$ cat config.mk
export PLATFORM = sky130hd
export DESIGN_NAME = seq_booth_mult
export DESIGN_NICKNAME = d
export VERILOG_FILES = /design/src/rtl/mult_pkg.sv /design/src/rtl/seq_booth_mult_step.sv /design/src/rtl/seq_booth_mult.sv
export SDC_FILE = /design/constraint.sdc
export NUM_CORES = 1
export LEC_CHECK = 0
export BUFFER_PORTS_ARGS = -buffer_cell sky130_fd_sc_hd__buf_2
export CAP_MARGIN = 20
export CORE_UTILIZATION = 45
export CTS_CLUSTER_SIZE = 25
export DETAILED_ROUTE_END_ITERATION = 7
export GPL_TIMING_DRIVEN = 0
export PLACE_DENSITY = 0.7
export SLEW_MARGIN = 20
export SYNTH_ARGS = -nofsm -noshare
export SYNTH_HDL_FRONTEND = slang
export SYNTH_SLANG_ARGS = --single-unit
$ cat constraint.sdc
create_clock -name clk -period 4.8 [get_ports clk]
set_input_delay 0.96 -clock clk [delete_from_list [all_inputs] [get_ports clk]]
set_output_delay 0.96 -clock clk [all_outputs]
set_load 0.005 [all_outputs]
$ cat src/rtl/mult_pkg.sv
// Shared types and width helpers for the sequential radix-2 Booth multiplier.
package mult_pkg;

  typedef enum logic [1:0] {
    IDLE = 2'd0,
    RUN  = 2'd1,
    DONE = 2'd2
  } state_t;

  // Booth steps per product: one per bit of the extended operand
  function automatic int n_iter(input int w);
    return w + 1;
  endfunction

  function automatic int ext_w(input int w);
    return w + 1;
  endfunction

  // accumulator : extended multiplier : appended Booth bit
  function automatic int p_w(input int w);
    return 2 * (w + 1) + 1;
  endfunction

  function automatic int cnt_w(input int w);
    return $clog2(w + 2);
  endfunction

endpackage

$ cat src/rtl/seq_booth_mult_step.sv
// One radix-2 Booth step: conditional add/subtract of the multiplicand into the
// accumulator, then arithmetic right shift of the whole P register.
module booth_step #(
  parameter int WIDTH = 8
) (
  input  logic [WIDTH:0]       i_acc,
  input  logic [WIDTH:0]       i_a_ext,
  input  logic [WIDTH+1:0]     i_low,
  output logic [2*WIDTH+2:0]   o_p
);

  logic [WIDTH:0] w_sum;

  // i_low[1:0] is the Booth pair {multiplier LSB, appended bit}
  always_comb begin
    w_sum = i_acc;
    unique case (i_low[1:0])
      2'b01:   w_sum = i_acc + i_a_ext;
      2'b10:   w_sum = i_acc - i_a_ext;
      default: w_sum = i_acc;
    endcase
  end

  assign o_p = {w_sum[WIDTH], w_sum, i_low[WIDTH+1:1]};

endmodule

$ cat src/rtl/seq_booth_mult.sv
// Sequential signed/unsigned multiplier, one radix-2 Booth step per clock,
// behind a start/busy/done handshake.
module seq_booth_mult
  import mult_pkg::*;
#(
  parameter int WIDTH = 8
) (
  input  logic                 clk,
  input  logic                 rst,
  input  logic                 start,
  input  logic                 signed_mode,
  input  logic [WIDTH-1:0]     a,
  input  logic [WIDTH-1:0]     b,
  output logic                 busy,
  output logic                 done,
  output logic [2*WIDTH-1:0]   product
);

  localparam int N  = n_iter(WIDTH);
  localparam int EW = ext_w(WIDTH);
  localparam int PW = p_w(WIDTH);
  localparam int CW = cnt_w(WIDTH);
  localparam logic [CW-1:0] LAST = CW'(N - 1);

  state_t             r_state, w_state_nxt;
  logic [PW-1:0]      r_p, w_p_step;
  logic [EW-1:0]      r_a_ext;
  logic [CW-1:0]      r_cnt;
  logic [2*WIDTH-1:0] r_product;
  logic [EW-1:0]      w_a_ext, w_b_ext;
  logic               w_accept, w_last;

  // Extending by one bit lets the same signed datapath cover unsigned operands
  assign w_a_ext  = {signed_mode & a[WIDTH-1], a};
  assign w_b_ext  = {signed_mode & b[WIDTH-1], b};
  assign w_accept = start && (r_state == IDLE || r_state == DONE);
  assign w_last   = (r_state == RUN) && (r_cnt == LAST);

  booth_step #(.WIDTH(WIDTH)) u_step (
    .i_acc   (r_p[PW-1 -: EW]),
    .i_a_ext (r_a_ext),
    .i_low   (r_p[EW:0]),
    .o_p     (w_p_step)
  );

  always_ff @(posedge clk or posedge rst) begin
    if (rst) r_state <= IDLE;
    else     r_state <= w_state_nxt;
  end

  always_comb begin
    w_state_nxt = r_state;
    unique case (r_state)
      IDLE:    if (start) w_state_nxt = RUN;
      RUN:     if (w_last) w_state_nxt = DONE;
      DONE:    w_state_nxt = start ? RUN : IDLE;
      default: w_state_nxt = IDLE;
    endcase
  end

  always_comb begin
    busy = (r_state == RUN);
    done = (r_state == DONE);
  end

  always_ff @(posedge clk or posedge rst) begin
    if (rst) begin
      r_p       <= '0;
      r_a_ext   <= '0;
      r_cnt     <= '0;
      r_product <= '0;
    end else if (w_accept) begin
      r_a_ext <= w_a_ext;
      r_p     <= {{EW{1'b0}}, w_b_ext, 1'b0};
      r_cnt   <= '0;
    end else if (r_state == RUN) begin
      r_p   <= w_p_step;
      r_cnt <= r_cnt + CW'(1);
      if (w_last) r_product <= w_p_step[2*WIDTH:1];
    end
  end

  assign product = r_product;

endmodule
Word level (Yosys, flattened, before mapping)
Index checks and enable logic that the tools add are counted.
Word-level totals
  memories: 0
  bits in read-only memories: 0
  input bits: 20
  output and inout port bits: 18
  bits in writable memories: 0
  bits in registers: 50
  bits in latches: 0
  word-level logic and storage cells: 34
Operators by class
  reductions and logical operators: 7
  shift-type cells: 0
  eq/ne operators: 7
  multiplexer cells: 9
  div/mod/pow operators: 0
  multiply operators: 0
  add/sub/neg operators: 3
  bitwise operators: 3
  $lt $le $gt $ge: 0
Operators by type and width (count)
  two-way mux 19 bit: 2
  case mux 9 bit (2 select lines): 1
  adder 9 bit: 1
  subtractor 9 bit: 1
  two-way mux 4 bit: 2
  case mux 2 bit (3 select lines): 1
  adder 4 x 1 -> 4 bit, second input constant: 1
  equality test 2 x 1 -> 1 bit, second input constant: 2
  equality test 2 bit, second input constant: 2
  equality test 4 bit, second input constant: 1
  two-way mux 2 bit: 2
  AND reduction 3 bit: 1
  bitwise AND 1 bit: 2
  logical AND 1 bit: 2
  zero test 2 bit: 1
  inequality test 2 x 1 -> 1 bit, second input constant: 1
  inequality test 2 bit, second input constant: 1
  AND reduction 2 bit: 1
  nonzero test 2 bit: 1
  logical OR 1 bit: 1
  two-way mux 1 bit: 1
  NOT 1 bit: 1

Depth between registers and ports, before layout
  depth after elaboration: 5
  gate-level depth with buffers: 12
  gate-level depth less buffers: 11

Cells and area by module
From an unflattened synthesis, not the netlist that was laid out.
Second synthesis, totals
  cell total of the unflattened synthesis: 266
  area, all modules: 2761.4 sq um
By module, submodules not included
  seq_booth_mult: instances 1, cells an instance 163, area each 2019.4 sq um
  booth_step: instances 1, cells an instance 103, area each 742.0 sq um

Least setup slack after synthesis
No wires, ideal clock.
  path type: reg-to-reg
  from: register r_p[0]
  to: register r_p[17]
  data arrival time: 2.382 ns
  period minus slack after synthesis: 2.518 ns
  cell stages (with the launch flop): 12
  setup slack: 2.282 ns
  path buffers: 1
  required time: 4.664 ns
  cells stage by stage: dfrtp_1 -> inv_1 -> ha_1 -> clkbuf_1 -> mux2_2 -> fa_1 -> nor2b_1 -> o31a_1 -> o21ai_1 -> xnor2_1 -> o311ai_1 -> o41ai_1
Between the ends
  word-level cells in the longest chain between the ends: 4
  elaborated cells on any way between the ends: 5
  classes of those cells: eq/ne (2); mux (3)
RTL lines
  start, declared: line seq_booth_mult.sv:26  | logic [PW-1:0] r_p, w_p_step;
  start signal, assigned: line seq_booth_mult.sv:74  | r_p <= {{EW{1'b0}}, w_b_ext, 1'b0};
  start signal, assigned: line seq_booth_mult.sv:77  | r_p <= w_p_step;
  equality test 2 bit or equality test 2 x 1 -> 1 bit (tied branches): line seq_booth_mult_step.sv:17  | unique case (i_low[1:0])
  case mux 9 bit (2 select lines) (*): line seq_booth_mult_step.sv:17
  two-way mux 19 bit (*): line seq_booth_mult.sv:76  | end else if (r_state == RUN) begin
  two-way mux 19 bit (*): line seq_booth_mult.sv:72  | end else if (w_accept) begin
Mark *: on every way between the ends. The rest lies on a longest branch, timed or not. The select of a mux whose other input is x is not followed.
A chain may end at the register's enable or synchronous reset.

Worst setup path after layout
Same ends and word-level chain as after synthesis.

==> metrics <==
critical path's slowest cell=fa_1; Final Util=0.540; CP delay by family, top=compound AO/OA/AOI/OAI gates; register area share after synthesis=0.478; Worst Hold Class=flip-flop to flip-flop; XOR/XNOR share of the synthesized area=0.0341; GPL Wtd Cong=0.861; Final Critical Period=just under 3 ns; CTS clk-pin slew, worst paths=around 0.1 ns; Vias=about 2000; Wirelength per Cell=14.7 um; total core area=about 5500 sq um; Final Skew=between 0.01 and 0.015 ns; Placement Rows=27; main combinational cell family by area after synthesis=compound AO/OA/AOI/OAI gates; main flop type after synthesis=dfrtp_1; CP peak stage delay=~0.44 ns; grt total ovfl=0; max-cap check violation count=0; Max transition margin=0.532; full die area=~6000 sq um; Die Width=slightly below 80 um; Final TNS setup=0 ns; via density per instance=5.37; setup ws final=1.89 ns; period utilization=0.607; TritonCTS clock tree=built; Slew @ Worst Pin=around 0.70 ns; WHS=0.508 ns; Detailed Place HPWL=4110 um; initial core utilization=0.466; post-route cell area=2970 sq um; startpoint types=flip-flop; clk root buf=clkbuf_8; layout cells sized above 1=0.221; post-route insts no fill=roughly 380; post-synthesis mux area share=0.0688; outcome=finished clean; Ant. Diodes=0; Pwr per Cell Area=about 890 nW/um^2; RSZ-0062 raised after global routing=false; CP required=between 4 and 5 ns; CTS Sinks=between 40 and 50; cell count after synthesis=261; Mapped Area=around 2600 sq um; WS Path Type=flip-flop to flip-flop; Final ANT Viol Nets=0; Avg Inst Size Synth=approximately 9.8 sq um; simple-gate share of the synthesized area=0.153; Slew Viols, Final=0; Synth Area in Adders=0.0663; CP Capture Type=flip-flop; postcts setup bufs=0; crit path DAT=about 3.1 ns; dpl cells=~370; DRT Wirelength=roughly 5600 um; Hold Fails Final Rpt=0; # DRC=0; syn_nets=~290; upper clock frequency limit=roughly 0.34 GHz; number of global-route vias before repair=roughly 2000; port bufs=37; Synth Register Bits=about 50; synthesis-to-finish area growth=15.9%; number of synthesized flops with an enable pin=0; # setup viols final=0; CP bufs+invs=2; CTS resizes=0; pre-CTS setup slack=between 1.5 and 2 ns; H-tree levels=2; I/O Pins=38; placed instance area=2860 sq um; Initial DRC Count=between 150 and 200; Clock Latency Late Sink=~0.31 ns; Synth cell types=41; Yosys Warn Count=0; Compound-Gate Fraction of Synth Area=0.160; Pre-antenna DRT Iters=4; die extent in y=77.5 um; Crit Path Max Fanout=8; Nets=about 340; Pleak=roughly 1.4 nW; largest net degree at the start of global routing=28; asr flop ratio synth=1.00; initial antenna violation count=0; total power=between 2 and 3 mW; CTS Buf Count=5; global-route wire length before repair=about 9700 um; Hold-fix buffers, CTS=0; gr usage total=0.202; Max clock buf depth=2; worst-path cell chain=inv_1, ha_1, clkbuf_1, mux2_2, fa_1, nor2b_1, o31a_1, o21ai_1, xnor2_1, o311ai_1, o41ai_1; Worst VDD drop=about 0.00035 V
## worst register-to-register path: stages, from the launching register on
cell and delay (ns):
dfrtp_1 0.39, inv_1 0.06, ha_1 0.15, clkbuf_1 0.32, mux2_2 0.41, fa_1 0.44, nor2b_1 0.18, o31a_1 0.21
o21ai_1 0.12, xnor2_1 0.15, o311ai_1 0.23, o41ai_1 0.12
## cells by family after synthesis
group                    Yosys count
flip-flops                        49
AO/OA/AOI/OAI                     61
XOR/XNOR                          10
AND/OR/NAND/NOR                   89
adder cells (fa/ha/maj)           13
multiplexers                      16
buffers and inverters             23
## state kept, by name, summed over array words and instances, names as in the netlist
signal,cells
r_a_ext,9
product,16
r_cnt,4
r_p,18
r_state,2
## synth_stat cells (all sizes together) (3+ instances only)
library cell,n,share of area
o21a,3,0.0088
a22oi,8,0.023
o21ai,17,0.033
nor3,5,0.0098
nand3,4,0.0078
inv,11,0.016
a31oi,4,0.0098
mux2,13,0.057
ha,12,0.059
clkbuf,6,0.0088
nand2,51,0.075
dfrtp,49,0.48
a22o,5,0.017
nor2,14,0.020
buf,6,0.014
nor2b,6,0.015
a21oi,8,0.016
xnor2,8,0.027
nand2b,4,0.0098
mux2i,3,0.012
## power breakdown
part	switching [mW]	internal (mW)	total, mW
logic	0.865	0.706	1.57
clock network	0.142	0.157	0.299
registers	0.160	0.619	0.779
total	1.17	1.48	2.65
## worst paths after layout
kind | to | depth (start not counted) | slack (ns) | start
setup / recovery | r_p[17] | 11 | 1.89 | r_p[0]
hold / removal | product[8] | 1 | 0.51 | product[8]
setup reg to reg | r_p[17] | 11 | 1.89 | r_p[0]
hold reg to reg | product[8] | 1 | 0.51 | product[8]
max in group asynchronous | r_a_ext[7] | 3 | 3.61 | rst
min in group asynchronous | product[11] | 2 | 0.67 | rst
## layout by cell type (no fill, tap or decap), types with 2 or more instances in the layout
| cell | instances |
|---|---|
| a21o_1 | 2 |
| a22oi_1 | 8 |
| nor2b_1 | 6 |
| clkbuf_1 | 7 |
| o31ai_1 | 2 |
| clkbuf_8 | 5 |
| xnor2_1 | 8 |
| dfrtp_1 | 49 |
| a211oi_1 | 2 |
| nand2b_1 | 4 |
| a32oi_1 | 2 |
| nand3_1 | 4 |
| xor2_1 | 2 |
| nor3_1 | 5 |
| o21ai_0 | 16 |
| a21oi_1 | 8 |
| nor2_1 | 14 |
| nand2_1 | 51 |
| mux2_2 | 13 |
| a31oi_1 | 4 |
| inv_1 | 10 |
| buf_2 | 42 |
| o21a_1 | 3 |
| mux2i_1 | 3 |
| ha_1 | 12 |
| a22o_1 | 5 |
## layout make-up
type	instances	area [sq um]
plain buffers	12	58.8
clock buffers	6	72.6
clock inverters	2	38.8
fillers	504	2530
inverters	11	41.3
multi-input cells	189	1240
flip-flops and latches	49	1230
well taps	72	90.1
repair buffers	38	205
## metal layers
metal | up-vias | GRT usage | share of wire | routed length [um]
met5 | - | 0 | 0 | 0
met4 | 0 | 0.0472 | 0.0086 | 48
met3 | 6 | 0.0376 | 0.036 | 202
met2 | 34 | 0.342 | 0.47 | 2620
met1 | 991 | 0.268 | 0.48 | 2700
li1 | 1003 | - | - | -
(Power assumes the default switching activity.)
